==> src/rtl/hazard_ctrl_pkg.sv <==
// Shared types and constants for the pipeline hazard controller:
// FSM states, forwarding-mux encodings, pipeline control bundles and a source-match helper.
package hazard_ctrl_pkg;

   localparam int TIMEOUT_DEFAULT = 255;

   typedef enum logic [1:0] {
      ST_RUN   = 2'b00,
      ST_MWAIT = 2'b01,
      ST_ERR   = 2'b10
   } hz_state_t;

   localparam logic [1:0] FWD_RF  = 2'b00;
   localparam logic [1:0] FWD_MEM = 2'b10;
   localparam logic [1:0] FWD_WB  = 2'b01;

   typedef struct packed {
      logic pc_en;
      logic idex_en;
      logic back_en;
      logic ifid_flush;
      logic idex_flush;
   } pipe_ctl_t;

   localparam pipe_ctl_t CTL_RESET    = '{1'b0, 1'b0, 1'b0, 1'b1, 1'b1};
   localparam pipe_ctl_t CTL_FREEZE   = '{1'b0, 1'b0, 1'b0, 1'b0, 1'b0};
   localparam pipe_ctl_t CTL_REDIRECT = '{1'b1, 1'b1, 1'b1, 1'b1, 1'b1};
   localparam pipe_ctl_t CTL_LOAD_USE = '{1'b0, 1'b1, 1'b1, 1'b0, 1'b1};
   localparam pipe_ctl_t CTL_NORMAL   = '{1'b1, 1'b1, 1'b1, 1'b0, 1'b0};

   // True when a source actually read by the ID instruction names a non-zero rd being written.
   function automatic logic src_match(input logic [1:0] src_use,
                                      input logic [4:0] rs1,
                                      input logic [4:0] rs2,
                                      input logic [4:0] rd,
                                      input logic       wr);
      return wr && (rd != 5'd0) &&
             ((src_use[0] && (rs1 == rd)) || (src_use[1] && (rs2 == rd)));
   endfunction

endpackage

==> src/rtl/hazard_fwd_unit.sv <==
// Forwarding comparator for one ALU operand: MEM-stage result wins over WB-stage result.
module hazard_fwd_unit
   import hazard_ctrl_pkg::*;
(
   input  logic [4:0] ex_rs,
   input  logic [4:0] mem_rd,
   input  logic       mem_regwr,
   input  logic [4:0] wb_rd,
   input  logic       wb_regwr,
   output logic [1:0] fwd
);

   // Operand source select from the younger-first producer match.
   always_comb begin
      fwd = FWD_RF;
      if (mem_regwr && (mem_rd != 5'd0) && (mem_rd == ex_rs)) begin
         fwd = FWD_MEM;
      end else if (wb_regwr && (wb_rd != 5'd0) && (wb_rd == ex_rs)) begin
         fwd = FWD_WB;
      end else begin
         fwd = FWD_RF;
      end
   end

endmodule

==> src/rtl/hazard_ctrl.sv <==
// Pipeline hazard controller: memory-wait freeze FSM, redirect/load-use handling, forwarding.
// Build option: define HAZARD_FORWARD_EN to enable operand forwarding; otherwise hazards stall.
module hazard_ctrl
   import hazard_ctrl_pkg::*;
#(
   parameter int TIMEOUT = TIMEOUT_DEFAULT
)
(
   input  logic        clk,
   input  logic        Resetn,
   input  logic [4:0]  id_rs1,
   input  logic [4:0]  id_rs2,
   input  logic [1:0]  id_use,
   input  logic [4:0]  ex_rs1,
   input  logic [4:0]  ex_rs2,
   input  logic [4:0]  ex_rd,
   input  logic        ex_regwr,
   input  logic        ex_memread,
   input  logic [4:0]  mem_rd,
   input  logic        mem_regwr,
   input  logic [4:0]  wb_rd,
   input  logic        wb_regwr,
   input  logic        mem_req,
   input  logic        mem_ack,
   input  logic        br_redirect,
   output logic        pc_en,
   output logic        idex_en,
   output logic        back_en,
   output logic        ifid_flush,
   output logic        idex_flush,
   output logic [1:0]  fwd_a,
   output logic [1:0]  fwd_b,
   output logic        mem_err,
   output logic [15:0] stall_cnt
);

   localparam logic [7:0] TIMEOUT_CNT = 8'(TIMEOUT);

   hz_state_t   state_r;
   logic [7:0]  wait_cnt_r;
   logic [15:0] stall_cnt_r;
   logic        mem_err_r;

   logic        freeze_s;
   logic        load_use_s;
   pipe_ctl_t   ctl_s;
   logic [1:0]  fwd_a_s;
   logic [1:0]  fwd_b_s;
   logic        fwd_unused_s;

   hazard_fwd_unit u_fwd_a (
      .ex_rs     (ex_rs1),
      .mem_rd    (mem_rd),
      .mem_regwr (mem_regwr),
      .wb_rd     (wb_rd),
      .wb_regwr  (wb_regwr),
      .fwd       (fwd_a_s)
   );

   hazard_fwd_unit u_fwd_b (
      .ex_rs     (ex_rs2),
      .mem_rd    (mem_rd),
      .mem_regwr (mem_regwr),
      .wb_rd     (wb_rd),
      .wb_regwr  (wb_regwr),
      .fwd       (fwd_b_s)
   );

   // Freeze decode; the MWAIT cycle that sees mem_ack advances so the returned data is captured.
   always_comb begin
      freeze_s = 1'b1;
      case (state_r)
         ST_RUN:   freeze_s = mem_req && !mem_ack;
         ST_MWAIT: freeze_s = !mem_ack;
         ST_ERR:   freeze_s = 1'b1;
         default:  freeze_s = 1'b1;
      endcase
   end

   // Load-use detect; without forwarding any in-flight producer in EX or MEM must stall ID.
   always_comb begin
      load_use_s   = 1'b0;
      fwd_unused_s = 1'b0;
`ifdef HAZARD_FORWARD_EN
      load_use_s   = src_match(id_use, id_rs1, id_rs2, ex_rd, ex_memread);
      fwd_unused_s = ex_regwr;
`else
      load_use_s   = src_match(id_use, id_rs1, id_rs2, ex_rd, ex_memread) ||
                     src_match(id_use, id_rs1, id_rs2, ex_rd, ex_regwr)   ||
                     src_match(id_use, id_rs1, id_rs2, mem_rd, mem_regwr);
      fwd_unused_s = ^{fwd_a_s, fwd_b_s};
`endif
   end

   // Pipeline enables/flushes by priority: reset, freeze, redirect, load-use, normal.
   always_comb begin
      ctl_s = CTL_RESET;
      if (!Resetn) begin
         ctl_s = CTL_RESET;
      end else if (freeze_s) begin
         ctl_s = CTL_FREEZE;
      end else if (br_redirect) begin
         ctl_s = CTL_REDIRECT;
      end else if (load_use_s) begin
         ctl_s = CTL_LOAD_USE;
      end else begin
         ctl_s = CTL_NORMAL;
      end
   end

   // Forwarding mux selects, forced to the regfile path in reset and when forwarding is absent.
   always_comb begin
      fwd_a = FWD_RF;
      fwd_b = FWD_RF;
      if (!Resetn) begin
         fwd_a = FWD_RF;
         fwd_b = FWD_RF;
      end else begin
`ifdef HAZARD_FORWARD_EN
         fwd_a = fwd_a_s;
         fwd_b = fwd_b_s;
`else
         fwd_a = FWD_RF;
         fwd_b = FWD_RF;
`endif
      end
   end

   // Memory-wait FSM with wait/stall counters and sticky timeout flag.
   always_ff @(posedge clk) begin
      if (!Resetn) begin
         state_r     <= ST_RUN;
         wait_cnt_r  <= 8'd0;
         stall_cnt_r <= 16'd0;
         mem_err_r   <= 1'b0;
      end else begin
         if (!ctl_s.pc_en && (stall_cnt_r != 16'hFFFF)) begin
            stall_cnt_r <= stall_cnt_r + 16'd1;
         end
         case (state_r)
            ST_RUN: begin
               if (mem_req && !mem_ack) begin
                  state_r    <= ST_MWAIT;
                  wait_cnt_r <= 8'd0;
               end
            end
            ST_MWAIT: begin
               if (mem_ack) begin
                  state_r <= ST_RUN;
               end else if (wait_cnt_r == TIMEOUT_CNT) begin
                  state_r   <= ST_ERR;
                  mem_err_r <= 1'b1;
               end else begin
                  wait_cnt_r <= wait_cnt_r + 8'd1;
               end
            end
            ST_ERR: begin
               state_r <= ST_ERR;
            end
            default: begin
               state_r <= ST_RUN;
            end
         endcase
      end
   end

   assign pc_en      = ctl_s.pc_en;
   assign idex_en    = ctl_s.idex_en;
   assign back_en    = ctl_s.back_en;
   assign ifid_flush = ctl_s.ifid_flush;
   assign idex_flush = ctl_s.idex_flush;
   assign mem_err    = mem_err_r;
   assign stall_cnt  = stall_cnt_r;

endmodule
==> config.mk <==
export PLATFORM = sky130hd
export DESIGN_NAME = hazard_ctrl
export DESIGN_NICKNAME = d
export VERILOG_FILES = /design/src/rtl/hazard_ctrl_pkg.sv /design/src/rtl/hazard_fwd_unit.sv /design/src/rtl/hazard_ctrl.sv
export SDC_FILE = /design/constraint.sdc
export NUM_CORES = 1
export LEC_CHECK = 0
export ABC_AREA = 1
export BUFFER_PORTS_ARGS = -buffer_cell sky130_fd_sc_hd__buf_2
export CORE_MARGIN = 1
export CORE_UTILIZATION = 50
export DETAILED_ROUTE_END_ITERATION = 8
export GPL_ROUTABILITY_DRIVEN = 0
export PLACE_DENSITY_LB_ADDON = 0.3
export SLEW_MARGIN = 15
export SYNTH_ARGS = -nofsm -noshare
export SYNTH_HDL_FRONTEND = slang
export SYNTH_HIERARCHICAL = 1
export SYNTH_SLANG_ARGS = --single-unit
==> constraint.sdc <==
create_clock -name clk -period 2.55 [get_ports clk]
set_clock_uncertainty 0.15 [all_clocks]
set_input_delay 0.6375 -clock clk [delete_from_list [all_inputs] [get_ports clk]]
set_output_delay 0.6375 -clock clk [all_outputs]
set_load 0.01 [all_outputs]
==> results of run 1 <==
==> power by group through the flow <==
stage / Sequential, µW / Clock (µW) / Combinational (µW)
6_report: 435 / 249 / 163
5_1_grt: 436 / 271 / 187
4_1_cts: 435 / 255 / 164
2_1_floorplan: 445 / 0 / 107
3_5_place_dp: 445 / 0 / 164
3_3_place_gp: 444 / 0 / 161
==> kinds of logic (layout without fill, tap and decap cells) <==
| family | Yosys count | in the layout | share of synthesized area (%) |
|---|---|---|---|
| compound gates | 29 | 29 | 9.61 |
| xor+xnor | 16 | 16 | 7.12 |
| fa+ha+maj | 2 | 2 | 1.27 |
| buf+inv | 53 | 101 | 11.7 |
| flops | 27 | 27 | 27.5 |
| other cells | 1 | 4 | 0.191 |
| simple gates | 191 | 191 | 42.6 |
==> layout make-up <==
cell class | instances | area, µm²
Clock buffer | 3 | 41.3
Clock inverter | 1 | 5.00
Fill cell | 372 | 1420
Inverter | 43 | 161
Multi-Input combinational cell | 242 | 1210
Sequential cell | 27 | 541
Tap cell | 48 | 60.1
Timing Repair Buffer | 54 | 278
==> per-stage QoR <==
stage / utilization (%) / area (µm²)
6_report: 61.7 / 2290
5_1_grt: 61.7 / 2290
4_1_cts: 61.7 / 2290
3_5_place_dp: 60.5 / 2250
3_3_place_gp: 60.5 / 2250
2_1_floorplan: - / 1980
==> per-layer routing <==
layer | vias up | GRT usage (%) | routed length (µm)
met5 | - | 0 | 0
met4 | 0 | 5.83 | 44
met3 | 4 | 4.23 | 200
met2 | 51 | 40.9 | 2030
li1 | 1090 | - | -
met1 | 880 | 26.6 | 2030
==> flip-flops by register name, summed over array words and instances (netlist names) <==
register and cells:
stall_cnt 16, wait_cnt_r 8, state_r 2, mem_err 1
==> synthesized netlist by cell type <==
master / count / area [µm²]
nor3_4: 1 / 16.3
nand4_4: 1 / 21.3
inv_2: 7 / 26.3
clkbuf_1: 1 / 3.75
buf_1: 1 / 3.75
buf_2: 1 / 5.00
nand3_1: 33 / 165
a211oi_1: 2 / 15.0
nor2_2: 1 / 6.26
nor3_2: 3 / 30.0
nor2_1: 34 / 128
nor3_1: 2 / 10.0
buf_4: 6 / 45.0
nand4_1: 3 / 18.8
xnor2_1: 8 / 70.1
o22ai_1: 1 / 6.26
a21oi_2: 10 / 87.6
a21oi_1: 13 / 65.1
nand3b_1: 1 / 7.51
dfxtp_1: 27 / 541
conb_1: 1 / 3.75
xor2_1: 8 / 70.1
inv_1: 36 / 135
nand2_2: 3 / 18.8
ha_1: 2 / 25.0
o21ai_1: 3 / 15.0
nand2_1: 108 / 405
buf_6: 1 / 11.3
nand2_4: 1 / 11.3
==> worst min-delay path, stage by stage (launching register included) <==
cell and delay [ps]:
dfxtp_1 320, inv_1 50, a21oi_1 50
==> worst max-delay path by stage <==
stage | start | end | slack, ps | depth (start not counted)
2_1_floorplan | mem_ack | pc_en | 180 | 7
3_3_place_gp | mem_rd[4] | pc_en | 150 | 13
3_5_place_dp | mem_rd[4] | pc_en | 130 | 13
4_1_cts | mem_rd[4] | pc_en | 130 | 13
5_1_grt | state_r[0] | idex_flush | 10 | 8
6_report | mem_rd[4] | pc_en | 140 | 13
==> impl_metrics.json, run 1 <==
{
  "p_per_area_nw_per_um2": 369,
  "layout_setup_ws_ps": 139,
  "path_buf_inv": 4,
  "grt_pass1_wl_um": 7460,
  "grt_overflow": 0,
  "drc": 0,
  "cts_buffers": 3,
  "dp.cells": 414,
  "h-tree-depth": 1,
  "vias_per_cell": 4.84,
  "cp_slowest_cell": "nor2_1",
  "maxCapViolCount": 0,
  "grt_pass1_vias": 1812,
  "portBuffers": 51,
  "layout-drive-gt1-share_pct": 23.0,
  "synth_seq_cells": 27,
  "p_leak_uw": 0.00119,
  "cts_max_path_buffers": 2,
  "p_total_uw": 847,
  "synth_area_um2": 1970,
  "layout_common_cells": "nand2_1, buf_2, inv_1, nor2_1, nand3_1",
  "r2r-start": "stall_cnt[0]",
  "cp.arrival_ps": 1620,
  "crit_path_end_kind": "output port",
  "period_share_pct": 94.6,
  "critPathMaxFanout": 4,
  "hp-class": "reg -> reg",
  "rsz0062_at_grt": "false",
  "slowest_delay_ps": 120,
  "peakVddDrop_mv": 0.244,
  "slew_viol_final": 0,
  "path_class": "in -> out",
  "cts.sinks": 27,
  "clkTransAtPathRegs_ps": 100,
  "area_growth_pct": 16.6,
  "worstSetupStartpointType": "primary input",
  "track_usage_pct": 22.5,
  "path_delay_family": "simple AND/OR/NAND/NOR gates",
  "crit_chain": "buf_2 -> inv_1 -> nand2_1 -> nand2_1 -> nor2_1 -> nand3_1 -> nand2_1 -> nand2_1 -> nand2_1 -> nand2_1 -> nand2_2 -> inv_2 -> buf_2",
  "tns_ps": 0,
  "dr.pass1.iters": 5,
  "hold_ws_ps": 310,
  "synth_area_per_cell_um2": 6.17,
  "dpl.hpwl_um": 3390,
  "io_pins": 72,
  "syn_inst": 319,
  "die-area_um2": 4190,
  "power_frac_clock_pct": 29.4,
  "whs_path_depth": 2,
  "rrSetupSlack_ps": 420,
  "clk_latency_ps": 280,
  "setup_viol": 0,
  "cp.required_ps": 1760,
  "cts_tree": "built",
  "drt_iter0_drc": 106,
  "p_sw_uw": 250,
  "critPathMostFrequentCell": "nand2_1",
  "design.final.nets": 419,
  "num_rows": 22,
  "worst_hold_path.endpoint": "mem_err",
  "max_freq_mhz": 415,
  "postCtsHoldBufs": 0,
  "grt_max_degree": 19,
  "switching_share_pct": 29.5,
  "p_comb_share_pct": 19.3,
  "pre_cts_ws_ps": 133,
  "hold_viol_final": 0,
  "layout_commonest_cell": "nand2_1",
  "n_antenna_cell": 0,
  "timing.rr.end": "stall_cnt[2]",
  "cts.repair.resized": 0,
  "min_period_ps": 2410,
  "post_cts_buffers": 0,
  "stdcell_count": 418,
  "chipHeight_um": 64.7,
  "yosysUniqueCellTypes": 29,
  "wire_per_inst_um": 10.3,
  "hold_start": "mem_err",
  "ys_warn_count": 6,
  "core_um2": 3720,
  "p_seq_share_pct": 51.3,
  "drtAntennaViolNets": 0,
  "die_x_um": 64.7,
  "initial_core_util_pct": 52.9,
  "drt_wl_total_um": 4300,
  "grt_antenna_before_repair": 0,
  "cts_root_buffer": "clkbuf_8",
  "vias": 2025,
  "synth_seq_area_share_pct": 27.5,
  "status": "finished clean",
  "reg2regPathDepth": 7,
  "intPower_uw": 598
}
Note: power is estimated with default switching activity, not from simulation.
==> inputs of run 2 (changes only) <==
--- a/config.mk
+++ b/config.mk
@@ -5,10 +5,9 @@
 export SDC_FILE = /design/constraint.sdc
 export NUM_CORES = 1
 export LEC_CHECK = 0
-export ABC_AREA = 1
 export BUFFER_PORTS_ARGS = -buffer_cell sky130_fd_sc_hd__buf_2
 export CORE_MARGIN = 1
-export CORE_UTILIZATION = 50
+export CORE_UTILIZATION = 47
 export DETAILED_ROUTE_END_ITERATION = 8
 export GPL_ROUTABILITY_DRIVEN = 0
 export PLACE_DENSITY_LB_ADDON = 0.3
==> run 2 against run 1 <==
Effect of this change:
- the run now ends with setup timing left
- via count is 20% lower
- sequential cell count stayed put
- hold slack better by 37 ps
- global-route usage is 1.9 points lower
- register-to-register slack worse by 290 ps
- sequential share of layout area is 3.7 points higher
- die area is 12% lower
- area after synthesis is 17% lower
- synthesized cell count is 38% lower
- largest cell class unchanged
==> impl_metrics.json, run 2 <==
{
  "status": "finished, violations left",
  "violations": "setup timing",
  "cts_max_path_buffers": 2,
  "postCtsHoldBufs": 0,
  "clk_latency_ps": 310,
  "yosysMostFrequentCell": "dfxtp_1",
  "synth_compound_area_share_pct": 15.1,
  "design.final.nets": 308,
  "h-tree-depth": 1,
  "synth_seq_cells": 27,
  "cts.sinks": 27,
  "grt_antenna_before_repair": 0,
  "largest_reg_flops": 16,
  "chipHeight_um": 60.8,
  "maxCapViolCount": 0,
  "muxShareOfSynthArea_pct": 1.23,
  "p_comb_share_pct": 21.0,
  "p_total_uw": 772,
  "grt_pass1_vias": 1359,
  "synth_seq_area_share_pct": 33.3,
  "period_share_pct": 106,
  "path_class": "in -> out",
  "synth_top_family_by_area": "simple AND/OR/NAND/NOR gates",
  "setup_viol": 3,
  "synth-simple-area-share_pct": 28.4,
  "synth.area.top_cells": "dfxtp_1, xnor2_1, a21oi_1, nand4_1, or3_1",
  "drtAntennaViolNets": 0,
  "layout-drive-gt1-share_pct": 27.0,
  "power_frac_clock_pct": 22.9,
  "layout_common_cells": "buf_2, dfxtp_1, xnor2_1, a21oi_1, nor2_1",
  "rsz0062_at_grt": "true",
  "io_pins": 72,
  "critPathMaxFanout": 3,
  "area_growth_pct": 21.9,
  "synth_area_um2": 1630,
  "synth_area_per_cell_um2": 8.17,
  "wire_per_inst_um": 12.1,
  "ys.flop_type": "dfxtp_1",
  "slew_viol_final": 0,
  "switching_share_pct": 26.5,
  "layout_commonest_cell": "buf_2",
  "grt_max_degree": 30,
  "p_sw_uw": 205,
  "portBuffers": 51,
  "tns_ps": -331,
  "layout_setup_ws_ps": -165,
  "p_per_area_nw_per_um2": 390,
  "dpl.hpwl_um": 2790,
  "crit_path_end_kind": "output port",
  "clkTransAtPathRegs_ps": 130,
  "intPower_uw": 568,
  "n_antenna_cell": 0,
  "grt_overflow": 0,
  "yosys.area.top_type": "dfxtp_1",
  "cp.required_ps": 1760,
  "drt_wl_total_um": 3660,
  "peakVddDrop_mv": 0.331,
  "synth-edff-count": 0,
  "drc": 0,
  "p_leak_uw": 0.000784,
  "ys_warn_count": 6,
  "core_um2": 3180,
  "p_seq_share_pct": 56.1,
  "cts_root_buffer": "clkbuf_4",
  "grt_pass1_wl_um": 5820,
  "synth-xor-area-share_pct": 13.5,
  "die_x_um": 60.8,
  "synth_top_area_share_pct": 33.3,
  "hold_viol_final": 0,
  "track_usage_pct": 20.6,
  "synthAdderAreaFrac_pct": 1.54,
  "cp.arrival_ps": 1930,
  "die-area_um2": 3700,
  "num_rows": 20,
  "dr.pass1.iters": 4,
  "yosys-top-cells-count": "dfxtp_1, xnor2_1, a21oi_1, nor2_1, nand2_1",
  "yosysUniqueCellTypes": 38,
  "cts_buffers": 3,
  "syn_inst": 199,
  "fin_util_pct": 62.4,
  "vias": 1630,
  "hp-class": "reg -> reg",
  "vias_per_cell": 5.38,
  "drt_iter0_drc": 60,
  "synth_async_sr_flop_share_pct": 0,
  "cts_tree": "built",
  "min_period_ps": 2720,
  "initial_core_util_pct": 51.1,
  "worstSetupStartpointType": "primary input",
  "max_freq_mhz": 368
}
-- run 2: logic make-up (layout without fill, tap and decap cells) --
logic type	Yosys count	after routing
buffers and inverters	16	73
other	1	4
multiplexers	2	2
adder cells (fa/ha/maj)	2	2
AND/OR/NAND/NOR	85	85
AO/OA/AOI/OAI	41	41
flip-flops	27	27
XOR/XNOR	25	25
-- run 2: final timing paths --
kind                        end    startpoint  slack (ps)  depth (start not counted)
setup / recovery     idex_flush      ex_rd[1]        -170                          6
hold / removal          mem_err       mem_err         350                          2
setup reg to reg  stall_cnt[13]  stall_cnt[0]         130                          7
hold reg to reg         mem_err       mem_err         350                          2
-- run 2: layer usage --
metal,share of wire (%),global-route usage (%),up-vias
met2,44,35.9,58
li1,-,-,833
met4,0.41,5.19,0
met5,0,0,-
met3,6.5,2.77,2
met1,49,26.8,737
-- run 2: final cells by class --
cell class,count,area [µm²]
sequential,27,541
tap,44,55.1
clock buffer,4,26.3
multi-input combinational,159,986
inverter,6,22.5
timing repair buffer,63,352
fill,304,1200
-- run 2: repair_timing --
item / CTS / global route
gates cloned: 0 / 0
endpoints found under the setup margin: 2 / 18
gates resized for setup: 2 / 0
setup buffers: 1 / 0
pin swaps: 3 / 2
-- run 2: metrics by stage --
| step | instance area (µm²) | hold slack (ps) | instances | worst slack, ps |
|---|---|---|---|---|
| after floorplan | 1640 | 308 | 202 | 23.4 |
| after global placement | 1940 | 301 | 298 | -218 |
| after detailed placement | 1940 | 320 | 298 | -229 |
| after CTS | 1980 | 352 | 303 | -153 |
| after global routing | 1980 | 374 | 303 | -229 |
| final | 1980 | 347 | 303 | -165 |
-- run 2: power groups by stage --
| stage | Combinational [µW] | Clock, µW | Sequential [µW] |
|---|---|---|---|
| 3_5_place_dp | 159 | 0 | 443 |
| 4_1_cts | 162 | 187 | 433 |
| 5_1_grt | 178 | 200 | 434 |
| 6_report | 162 | 177 | 433 |
| 2_1_floorplan | 94.1 | 0 | 448 |
| 3_3_place_gp | 157 | 0 | 443 |
-- run 2: worst max-delay path, cell delays in order --
cell and delay, ps:
buf_6 90, or4_1 500, o22a_1 200, a32oi_2 230, o311ai_1 110, buf_2 160
==> inputs of run 3 (changes only) <==
--- a/config.mk
+++ b/config.mk
@@ -5,11 +5,12 @@
 export SDC_FILE = /design/constraint.sdc
 export NUM_CORES = 1
 export LEC_CHECK = 0
-export BUFFER_PORTS_ARGS = -buffer_cell sky130_fd_sc_hd__buf_2
 export CORE_MARGIN = 1
-export CORE_UTILIZATION = 47
+export CORE_UTILIZATION = 52
 export DETAILED_ROUTE_END_ITERATION = 8
+export DONT_BUFFER_PORTS = 1
 export GPL_ROUTABILITY_DRIVEN = 0
+export HOLD_SLACK_MARGIN = 0.12
 export PLACE_DENSITY_LB_ADDON = 0.3
 export SLEW_MARGIN = 15
 export SYNTH_ARGS = -nofsm -noshare
==> run 3 against run 2 <==
Effect of this change:
- the flow finishes with violations (DRC, setup timing)
- register-to-register slack about the same
- critical endpoint unchanged
- combinational power decreased by 21%
- hold slack got worse by 79 ps
- count of clock-buffer cells in the layout decreased by 1
- die area decreased by 9.3%
- power decreased by 3.3%
- via count decreased by 8.3%
- core utilization decreased by 0.48 points
==> impl_metrics.json, run 3 (synthesis gave the netlist of run 2 again) <==
{
  "layout_common_cells": "dfxtp_1, a21oi_1, nor2_1, xnor2_1, nand2_1",
  "slowest_delay_ps": 500,
  "grt_overflow": 0,
  "min_period_ps": 2600,
  "layout_setup_ws_ps": -51.2,
  "path_delay_family": "simple AND/OR/NAND/NOR gates",
  "critPathMaxFanout": 3,
  "layout_commonest_cell": "dfxtp_1",
  "drt_iter0_drc": 70,
  "design.final.nets": 255,
  "portBuffers": 0,
  "rsz0062_at_grt": "true",
  "grt_pass1_wl_um": 6040,
  "hold_ws_ps": 268,
  "violations": "DRC, setup timing",
  "clk_latency_ps": 330,
  "hp-class": "in -> reg",
  "cp.arrival_ps": 1810,
  "n_antenna_cell": 0,
  "slew_headroom_pct": 64.2,
  "maxCapViolCount": 0,
  "h-tree-depth": 1,
  "cts.sinks": 27,
  "area_growth_pct": 8.62,
  "cts_buffers": 3,
  "hold_viol_final": 0,
  "largest_reg_flops": 16,
  "max_freq_mhz": 384,
  "crit_path_end_kind": "output port",
  "fin_util_pct": 61.9,
  "slew_viol_final": 0,
  "num_rows": 19,
  "worst_slew_pin_slew_ps": 532,
  "core_um2": 2850,
  "p_leak_uw": 0.000582,
  "track_usage_pct": 23.1,
  "die-area_um2": 3350,
  "path_class": "in -> out",
  "dr.pass1.iters": 6,
  "cp_slowest_cell": "or4_4",
  "status": "finished, violations left",
  "cts_max_path_buffers": 2,
  "chipHeight_um": 57.9,
  "grt_antenna_before_repair": 0,
  "rrSetupSlack_ps": 120,
  "drt_wl_total_um": 3770,
  "initial_core_util_pct": 57.0,
  "wire_per_inst_um": 15.9,
  "grt_pass1_vias": 1431,
  "cts_root_buffer": "clkbuf_4",
  "nFillCells": 268,
  "drc": 9,
  "die_x_um": 57.9,
  "crit_chain": "or4_4 -> o22a_1 -> a32oi_2 -> o311ai_1 -> buf_4",
  "setup_viol": 1,
  "io_pins": 72,
  "postCtsHoldBufs": 0,
  "path_buf_inv": 1,
  "layout-drive-gt1-share_pct": 14.1,
  "cts_tree": "built",
  "period_share_pct": 102,
  "drtAntennaViolNets": 0,
  "peakVddDrop_mv": 0.360,
  "dpl.hpwl_um": 2750,
  "vias": 1495,
  "vias_per_cell": 6.31,
  "grt_max_degree": 30,
  "clkTransAtPathRegs_ps": 150,
  "p_per_area_nw_per_um2": 423,
  "cp.required_ps": 1760,
  "worstSetupStartpointType": "primary input"
}
run 3: cell types whose count changed in the layout (fill, tap and decap cells not counted), moves of 2 or more:
cell     change
buf_4        -3
o22ai_1      -2
xnor2_2      +5
buf_2       -50
o22ai_2      +2
xnor2_1      -5
run 3: where the power goes:
| group | switching (µW) | internal [µW] |
|---|---|---|
| logic | 62.5 | 65.3 |
| registers | 5.52 | 428 |
| clock network | 126 | 58.8 |
run 3: layer usage:
metal	global-route usage, %	vias to the layer above	part of all wire, %
met5	0	-	0
met4	7.14	0	1.2
met2	40.9	74	51
met1	28.0	684	39
li1	-	731	-
met3	4.91	6	8.9
run 3: area by class of cell:
cell class	instances	area [µm²]	share of cell area, %
well taps	31	38.8	2.20
inverters	6	22.5	1.28
clock inverters	1	5.00	0.283
multi-input cells	159	1050	59.4
clock buffers	3	22.5	1.28
repair buffers	10	87.6	4.96
flip-flops and latches	27	541	30.6
run 3: repair_timing:
item / in CTS / in global routing
gates resized for setup: 1 / 11
setup buffers: 1 / 1
pin swaps: 2 / 5
setup endpoints to repair: 2 / 3
run 3: worst paths after layout:
| kind | startpoint | end | cells past startpoint |
|---|---|---|---|
| max reg2reg | stall_cnt[0] | stall_cnt[13] | 8 |
| min | Resetn | state_r[0] | 1 |
| min reg2reg | wait_cnt_r[1] | wait_cnt_r[1] | 2 |
| max | ex_rd[1] | idex_flush | 5 |
run 3: through the flow:
step	std cells	setup slack (ps)	area [µm²]	TNS, ps	total power, µW
after floorplan	202	23.4	1640	0	542
after global placement	231	-102	1660	-114	554
after detailed placement	231	-128	1660	-348	560
after CTS	236	-52.7	1700	-52.7	740
after global routing	237	-100	1770	-148	782
final	237	-51.2	1770	-51.2	747
run 3: worst reg2reg max path: stages (launching register included):
cell and delay [ps]:
dfxtp_1 340, ha_1 220, and3_2 250, and3_1 200
or2_0 200, o22a_2 220, buf_12 160, or4_1 470
a21oi_1 150
